--- src/rtl/muldiv_pkg.sv ---
// Shared state encoding and select constants for the MULT/DIV sequencer.
package muldiv_pkg;

  typedef enum logic [2:0] {
    ST_IDLE      = 3'd0,
    ST_MULT_INIT = 3'd1,
    ST_MULT_RUN  = 3'd2,
    ST_DIV_INIT  = 3'd3,
    ST_DIV_RUN   = 3'd4,
    ST_WB        = 3'd5,
    ST_DZ        = 3'd6
  } state_t;

  localparam logic HILO_SEL_MULT = 1'b0;
  localparam logic HILO_SEL_DIV  = 1'b1;

  localparam int DEF_TIMEOUT_CYCLES = 40;

endpackage

--- src/rtl/muldiv_ctrl.sv ---
// Sequencer for the mult/div units and the HI/LO pair; all outputs registered.
// Define MULDIV_TIMEOUT_EN to abort a RUN state after TIMEOUT_CYCLES cycles.
module muldiv_ctrl
  import muldiv_pkg::*;
#(
  parameter int TIMEOUT_CYCLES = DEF_TIMEOUT_CYCLES,
  parameter int CNT_W          = 6
)
(
  input  logic        clk,
  input  logic        reset,
  input  logic        start_mult,
  input  logic        start_div,
  input  logic [31:0] divisor,
  input  logic        mult_stop,
  input  logic        div_stop,
  output logic        mult_init,
  output logic        div_init,
  output logic        hilo_sel,
  output logic        high_load,
  output logic        low_load,
  output logic        busy,
  output logic        done,
  output logic        div_zero,
  output logic        timeout
);

  state_t state, state_n;

`ifdef MULDIV_TIMEOUT_EN
  logic [CNT_W-1:0] run_cnt;
  logic             run_expired;
  logic             timeout_n;

  // run_cnt holds the number of RUN cycles already completed in this run.
  assign run_expired = (run_cnt == CNT_W'(TIMEOUT_CYCLES - 1));
`endif

  // NOTE: every signal written here gets a default first so no path can infer a latch.
  always_comb begin
    state_n = state;
`ifdef MULDIV_TIMEOUT_EN
    timeout_n = 1'b0;
`endif
    case (state)
      ST_IDLE: begin
        if (start_mult)               state_n = ST_MULT_INIT;
        else if (start_div)           state_n = (divisor == '0) ? ST_DZ : ST_DIV_INIT;
      end
      ST_MULT_INIT:                   state_n = ST_MULT_RUN;
      ST_DIV_INIT:                    state_n = ST_DIV_RUN;
      ST_MULT_RUN: begin
        if (mult_stop)                state_n = ST_WB;
`ifdef MULDIV_TIMEOUT_EN
        else if (run_expired) begin
          state_n   = ST_IDLE;
          timeout_n = 1'b1;
        end
`endif
      end
      ST_DIV_RUN: begin
        if (div_stop)                 state_n = ST_WB;
`ifdef MULDIV_TIMEOUT_EN
        else if (run_expired) begin
          state_n   = ST_IDLE;
          timeout_n = 1'b1;
        end
`endif
      end
      ST_WB, ST_DZ:                   state_n = ST_IDLE;
      default:                        state_n = ST_IDLE;
    endcase
  end

  // Outputs are decoded from the state being entered, so they line up with it.
  // NOTE: sequential state uses non-blocking assignments so all flops update together.
  always_ff @(posedge clk or negedge reset) begin
    if (!reset) begin
      state     <= ST_IDLE;
      mult_init <= 1'b0;
      div_init  <= 1'b0;
      hilo_sel  <= 1'b0;
      high_load <= 1'b0;
      low_load  <= 1'b0;
      busy      <= 1'b0;
      done      <= 1'b0;
      div_zero  <= 1'b0;
    end else begin
      state     <= state_n;
      mult_init <= (state_n == ST_MULT_INIT);
      div_init  <= (state_n == ST_DIV_INIT);
      high_load <= (state_n == ST_WB);
      low_load  <= (state_n == ST_WB);
      done      <= (state_n == ST_WB);
      div_zero  <= (state_n == ST_DZ);
      busy      <= (state_n != ST_IDLE);
      if (state_n == ST_MULT_INIT)     hilo_sel <= HILO_SEL_MULT;
      else if (state_n == ST_DIV_INIT) hilo_sel <= HILO_SEL_DIV;
    end
  end

`ifdef MULDIV_TIMEOUT_EN
  // Counter is zero on entry to a RUN state and saturates instead of wrapping.
  always_ff @(posedge clk or negedge reset) begin
    if (!reset) begin
      run_cnt <= '0;
      timeout <= 1'b0;
    end else begin
      timeout <= timeout_n;
      if (state == ST_MULT_RUN || state == ST_DIV_RUN) begin
        if (run_cnt != '1) run_cnt <= run_cnt + 1'b1;
      end else begin
        run_cnt <= '0;
      end
    end
  end
`else
  assign timeout = 1'b0;
`endif

endmodule

--- config.mk ---
export PLATFORM = sky130hd
export DESIGN_NAME = muldiv_ctrl
export DESIGN_NICKNAME = d
export VERILOG_FILES = /design/src/rtl/muldiv_pkg.sv /design/src/rtl/muldiv_ctrl.sv
export SDC_FILE = /design/constraint.sdc
export NUM_CORES = 1
export LEC_CHECK = 0
export CAP_MARGIN = 10
export CORE_UTILIZATION = 29
export DETAILED_ROUTE_END_ITERATION = 12
export PLACE_DENSITY = 0.78
export REMOVE_ABC_BUFFERS = 1
export SYNTH_ARGS = -nofsm -noshare
export SYNTH_HDL_FRONTEND = slang
export SYNTH_SLANG_ARGS = --single-unit
export TNS_END_PERCENT = 20
--- constraint.sdc ---
create_clock -name clk -period 2.1 [get_ports clk]
set_input_delay 0.42 -clock clk [delete_from_list [all_inputs] [get_ports clk]]
set_output_delay 0.42 -clock clk [all_outputs]
set_load 0.005 [all_outputs]
# After elaboration in Yosys (flattened, before gate mapping)

Index checks and enable logic that the tools add are counted.

Logic and storage cells: 27
Bits in read-only memories: 0
Bits in writable memories: 0
Register bits after elaboration: 9
Bits of input ports: 38
Output and inout port bits: 9
Latch bits: 0
Memories kept: 0

Div/mod/pow operators: 0
Equality and inequality tests: 8
Bitwise gates (word level): 0
Order comparisons: 0
Shift-type cells: 0
$mul: 0
Reductions and logical operators: 4
Add/sub/neg operators: 0
Multiplexer cells: 8

Operators by type and width:

| cell               | count |
|---|---|
| $logic_not 32->1   | 1 |
| $mux 3             | 5 |
| $pmux 3 s5         | 1 |
| $eq 3x2->1 const B | 3 |
| $eq 3x3->1 const B | 3 |
| $eq 3x1->1 const B | 2 |
| $logic_not 3->1    | 1 |
| $reduce_bool 3->1  | 1 |
| $mux 1             | 2 |
| $reduce_bool 2->1  | 1 |

# Depth between registers and ports, before layout

Gate-level depths: netlist (run 1).

Word-level depth: 8
Mapped depth: 6
Mapped depth without buffers: 5

# Worst setup path after synthesis (run 1)

Ideal clock, no wire load.

Path kind: input-to-reg
Start: in divisor[26]
End: reg hilo_sel
Buffers on the path: 0
Slack: 0.568 ns
Stages on the path: 5
Required time: 1.976 ns
Arrival: 1.408 ns
Library setup time: 0.124 ns
Cell sequence: nor4_1 -> nand2_1 -> nor4_4 -> nor3_2 -> a211o_1

Cells in the longest elaborated chain, start to end: 7
Elaborated cells on any way between the ends: 9
Classes of those cells: eq/ne (2); mux (5); reduce/logical (2)

RTL lines:

| item                                        | line                                 | RTL |
|---|---|---|
| start: declaration                          | muldiv_ctrl.sv:14                    | `input logic [31:0] divisor,` |
| $logic_not 32->1 (*)                        | muldiv_ctrl.sv:48                    | `else if (start_div) state_n = (divisor == '0) ? ST_DZ : ST_DIV_INIT;` |
| $mux 3 (*) (2 in series)                    | muldiv_ctrl.sv:48                    |  |
| $mux 3 (*)                                  | muldiv_ctrl.sv:47                    | `if (start_mult) state_n = ST_MULT_INIT;` |
| $pmux 3 s5 (*)                              | muldiv_ctrl.sv:45                    | `case (state)` |
| $eq 3x1->1 or $eq 3x2->1 (tied branches)    | muldiv_ctrl.sv:97, muldiv_ctrl.sv:98 |  |
| $mux 1 or $reduce_bool 2->1 (tied branches) | n/a                                  |  |
| end signal: assignment                      | muldiv_ctrl.sv:82                    | `hilo_sel <= 1'b0;` |
| end signal: assignment                      | muldiv_ctrl.sv:97                    | `if (state_n == ST_MULT_INIT) hilo_sel <= HILO_SEL_MULT;` |
| end signal: assignment                      | muldiv_ctrl.sv:98                    | `else if (state_n == ST_DIV_INIT) hilo_sel <= HILO_SEL_DIV;` |
| end: declaration                            | muldiv_ctrl.sv:19                    | `output logic hilo_sel,` |

Mark *: on every way between the ends. The rest lies on a longest branch, timed or not.
A chain may end at the register's enable or synchronous reset.

# Final worst setup path (run 1)

Start: in divisor[25]
End: reg hilo_sel

The elaborated chain is that of the path after synthesis.

==> flow_summary.yaml, run 1 <==
run_status:
  status: "finished with violations"
  failing_checks: "DRC"
floorplanning:
  ios: 47
  core-area_sq_mm: 0.00158
  die_height_um: 43.8
  design.die.area_sq_mm: 0.00192
  die_x_um: 43.8
  std_cell_rows: 14
  floorplan.initialDensity_pct: 32.1
cts:
  post_cts.repair.setup_buffers: 0
  clock_path_buffers: 2
  insertion_delay_ns: 0.25
  tritoncts.num_buffers: 3
  post_cts.resized_instances: 0
  cts.hold.buffers_added: 0
  cts_tree: "built"
  cts.clk_slew.worst_paths_ns: 0.06
  ctsHtreeMaxLevel: 1
  cts.sinks: 9
  clockRootBuffer: "clkbuf_4"
worst_setup_path:
  timing.critical_path.required_ns: 2.24
  critical_path.endpoint_type: "register"
  worstSetupStartpoint: "divisor[25]"
  crit_path_max_fanout: 5
  crit_type: "input pin to register"
  cp-start-kind: "input pin"
  worstPathArrival_ns: 1.96
  crit-reg2reg-launch: "state[1]$_DFF_PN0_"
  reg2reg_slack_ns: 0.59
routing:
  routed_wl_mm: 1.38
  ant_nets: 0
  num_vias: 590
  vias_per_cell: 5.09
  wl_per_cell_um: 11.9
  1st_pass_router_iterations: 10
  drt_iter0_drc: 17
  drcViolationCount: 3
global_route:
  grt_pass1_wl_mm: 2.33
  number_of_antenna_violations_at_the_first_check_in_global_routing: 0
  grt_util_all_layers_pct: 16.6
  first_global_vias: 562
  gr-total-overflow: 0
  maximum_number_of_pins_on_one_net_before_global_route_repair: 10
place:
  port_buffers: 45
  dpl_worst_slack_ns: -0.00762
  globalplace.congestion: 0.711
  hpwl_detailed_mm: 1.20
  postPlaceCellArea_sq_um: 953
timing:
  finalCritPeriodShare_pct: 86.8
  rsz0062_at_grt: "false"
  period_needed_ns: 1.82
  max_frequency_mhz: 548
  report.final.slew_viol_count: 0
  worst_slack_ns: 0.277
  report.final.hold_viol_count: 0
  setup_viol: 0
  clock_skew_ns: 0.00558
power:
  post-layout-total-power_w: 0.000740
  pwr_cell_area_mw_per_mm2: 755
  max-vdd-ir-drop_v: 0.000266
  total_leakage_power_nw: 0.389
min_path:
  min-delay-path-class: "input pin to asynchronous set/reset pin"
final_layout:
  nets: 139
  layout.filler_cells: 122
  antenna-diode-count: 0
  layout.core_utilization_pct: 62.1
  final_layout_size_suffix_gt1_share_pct: 7.00
  area.growth.synth_to_final_pct: 93.3
  layout.cell_area.non_filler_sq_um: 980
synth:
  syn-mean-instance-area_sq_um: 9.21
  async_flop_share_pct: 100
  netlist_instances: 55
  seq_area_frac_synth_pct: 44.4
  yosysWarningCount: 0
  ys.flop_type: "dfrtp_1"
  synth_edf_count: 0
  postSynthRegisterBits: 9
  mappedNetlistArea_sq_um: 507
  netlist-cell-type-count: 22
run:
  drv.max_cap_violation_count: 0
==> worst paths after layout <==
kind | end | depth (start not counted)
hold reg to reg | done$_DFF_PN0_ | 1
setup reg to reg | hilo_sel$_DFFE_PN0P_ | 4
max in group asynchronous | div_zero$_DFF_PN0_ | 1
hold / removal | busy$_DFF_PN0_ | 1
min in group clk | done$_DFF_PN0_ | 1
setup / recovery | hilo_sel$_DFFE_PN0P_ | 6
==> placed cells by master, fill, tap and decap left out, drive strengths merged <==
master and instances:
a22oi 1, nand2 7, clkdlybuf4s50 45, nor2 5, nor4 10, nand3b 2, o22a 1, a21oi 2
buf 1, nor3b 1, o21ai 4, conb 1, and2 1, and3 1, clkbuf 4, nor2b 1
nor3 1, a211o 1, or2 1, mux2i 1, dfrtp 9
==> critical path, cell delays in order <==
cell	delay (ns)
clkdlybuf4s50_1	0.42
nor4_1	0.28
nand2_1	0.13
nor4_4	0.39
nor3_2	0.08
a211o_1	0.23
==> through the flow <==
| step | cells | hold slack [ns] | setup TNS [ns] |
|---|---|---|---|
| 2_1_floorplan | 50 | 0.124 | 0 |
| 3_3_place_gp | 112 | 0.481 | 0 |
| 3_5_place_dp | 112 | 0.487 | -0.00762 |
| 4_1_cts | 116 | 0.474 | 0 |
| 5_1_grt | 116 | 0.484 | 0 |
| 6_report | 116 | 0.460 | 0 |
==> layout make-up <==
cell class	instances	area (sq um)	area share [%]
timing repair buffer	46	458	46.7
multi-input combinational	41	250	25.5
sequential	9	225	23.0
clock buffer	4	26.3	2.68
tap	16	20.0	2.04
==> state kept, by name, indices dropped and copies added (netlist names) <==
signal     cells
busy           1
div_init       1
div_zero       1
done           1
hilo_sel       1
mult_init      1
state          3
==> cells in the mapped netlist, drive strengths merged, types with 2 or more instances <==
cell	number	area [sq um]
nor4	10	77.6
dfrtp	9	225
nand2	7	26.3
nor2	5	18.8
buf	4	27.5
o21ai	4	20.0
a21oi	2	10.0
nand3b	2	15.0
==> report_power, final <==
group | switching, W | internal (W) | leakage, nW
registers | 0.0000553 | 0.000232 | 0.115
clock network | 0.0000585 | 0.0000731 | 0.0150
logic | 0.000115 | 0.000206 | 0.259
==> cell families after synthesis <==
| family | Yosys count | synth area share [%] |
|---|---|---|
| buffers and inverters | 5 | 6.17 |
| and+or+nand+nor | 30 | 35.8 |
| AOI/OAI and AO/OA | 9 | 10.9 |
| muxes | 1 | 1.98 |
| DFF | 9 | 44.4 |
| other | 1 | 0.740 |
==> per-layer routing <==
metal / global-route usage [%] / vias up / wire [um] / share of wire (%)
met5: 0 / - / 0 / 0
met4: 3.75 / 0 / 0 / 0
met3: 3.75 / 0 / 100 / 7.2
met2: 30.7 / 35 / 753 / 55
met1: 19.1 / 268 / 525 / 38
li1: - / 287 / - / -
(Power assumes the default switching activity.)
==> inputs of run 2 (changes only) <==
- PLACE_DENSITY: 0.78 -> 0.77
==> flow_summary.yaml, run 2 (synthesis gave the netlist of run 1 again) <==
run_status:
  status: "finished with violations"
  failing_checks: "DRC"
cts:
  clockRootBuffer: "clkbuf_4"
  clock_path_buffers: 2
  cts.hold.buffers_added: 0
  tritoncts.num_buffers: 3
  ctsHtreeMaxLevel: 1
  cts_tree: "built"
  cts.sinks: 9
  insertion_delay_ns: 0.25
  post_cts.resized_instances: 0
  cts.clk_slew.worst_paths_ns: 0.06
  post_cts.repair.setup_buffers: 0
power:
  max-vdd-ir-drop_v: 0.000295
  seq_power_share_pct: 39.0
  power_report.internal_total_w: 0.000511
  pwr-share-comb_pct: 43.5
  total_leakage_power_nw: 0.389
  power.share.switching_pct: 31.2
  switching_power_w: 0.000231
  power.share.clock_pct: 17.5
  pwr_cell_area_mw_per_mm2: 758
global_route:
  gr-total-overflow: 0
  grt_pass1_wl_mm: 2.41
  maximum_number_of_pins_on_one_net_before_global_route_repair: 10
  number_of_antenna_violations_at_the_first_check_in_global_routing: 0
  grt_util_all_layers_pct: 17.1
  first_global_vias: 594
worst_setup_path:
  timing.critical_path.required_ns: 2.24
  delay_of_the_slowest_cell_on_the_worst_path_ns: 0.40
  critical_path.endpoint_type: "register"
  crit_type: "input pin to register"
  ordered_cell_list_for_the_critical_path: "clkdlybuf4s50_1 -> nor4_1 -> nand2_1 -> nor4_4 -> nor3_2 -> a211o_1"
  crit_path_max_fanout: 5
  timing.critical_path.slowest_stage_cell: "clkdlybuf4s50_1"
  r2r_cells: 4
  cp-start-kind: "input pin"
  worstPathArrival_ns: 1.94
floorplanning:
  ios: 47
  core-area_sq_mm: 0.00158
  std_cell_rows: 14
  die_x_um: 43.8
  design.die.area_sq_mm: 0.00192
  floorplan.initialDensity_pct: 32.1
  die_height_um: 43.8
place:
  placed_cells_incl_taps: 112
  dpl_worst_slack_ns: 0.0311
  port_buffers: 45
  globalplace.congestion: 0.714
  hpwl_detailed_mm: 1.21
final_layout:
  layout.filler_cells: 140
  antenna-diode-count: 0
  mostFrequentLayoutCells: "clkdlybuf4s50_1, nor4_1, dfrtp_1"
  final_cell_count_no_fill: 116
  area.growth.synth_to_final_pct: 93.3
  nets: 139
  largest_register_ffs: 3
  layout_commonest_cell: "clkdlybuf4s50_1"
  final_layout_size_suffix_gt1_share_pct: 7.00
  registers.top_by_ff_count: "state"
routing:
  1st_pass_router_iterations: 10
  drt_iter0_drc: 11
  num_vias: 588
  drcViolationCount: 2
  vias_per_cell: 5.07
  routed_wl_mm: 1.41
  ant_nets: 0
  wl_per_cell_um: 12.2
timing:
  setup_viol: 0
  final.setup.tns_ns: 0
  finalCritPeriodShare_pct: 85.8
  clock_skew_ns: 0.00365
  worst_slack_ns: 0.298
  rsz0062_at_grt: "false"
  report.final.slew_viol_count: 0
  report.final.hold_viol_count: 0
  max_frequency_mhz: 555
  period_needed_ns: 1.80
run:
  drv.max_cap_violation_count: 0
min_path:
  min-delay-path-class: "input pin to asynchronous set/reset pin"
==> run 2: cell counts in the layout (fill, tap and decap cells not counted) <==
No cell type changed its count.
==> run 2: routing by layer <==
layer,part of all wire (%),GRT usage (%)
met1,41,20.4
met2,50,30.1
met3,7.9,3.75
met4,0.57,5.63
met5,0,0
==> run 2: worst paths after layout <==
check                                   start                    to  slack [ns]
max                               divisor[25]  hilo_sel$_DFFE_PN0P_        0.30
min                                     reset   mult_init$_DFF_PN0_        0.46
max reg2reg                state[1]$_DFF_PN0_  hilo_sel$_DFFE_PN0P_        0.59
min reg2reg                state[0]$_DFF_PN0_        done$_DFF_PN0_        0.51
max in group asynchronous               reset    state[2]$_DFF_PN0_        1.35
min in group clk           state[0]$_DFF_PN0_        done$_DFF_PN0_        0.51
==> run 2: layout make-up <==
type,count,area [sq um],share of cell area [%]
flip-flops and latches,9,225,23.0
well taps,16,20.0,2.04
clock buffers,4,26.3,2.68
multi-input cells,41,250,25.5
repair buffers,46,458,46.7
==> run 2: power by group through the flow <==
stage	registers, W	logic [W]	clock network (W)
6_report	0.000290	0.000323	0.000130
5_1_grt	0.000304	0.000358	0.000140
3_5_place_dp	0.000292	0.000323	0
2_1_floorplan	0.000287	0.000128	0
3_3_place_gp	0.000288	0.000315	0
4_1_cts	0.000289	0.000326	0.000134
==> run 2: stage by stage <==
stage	power (W)	utilization (%)	hold WS (ns)	instance area [sq um]
final	0.000742	62.1	0.460	980
after floorplan	0.000415	-	0.124	475
after CTS	0.000750	62.1	0.472	980
after global routing	0.000801	62.1	0.485	980
after detailed placement	0.000615	60.5	0.491	953
after global placement	0.000604	60.5	0.479	953
==> run 2: worst max-delay path, delay by kind of cell <==
family                 cells  cell delay, ns
AOI/OAI and AO/OA          1            0.24
buffers and inverters      1            0.40
and+or+nand+nor            4            0.87
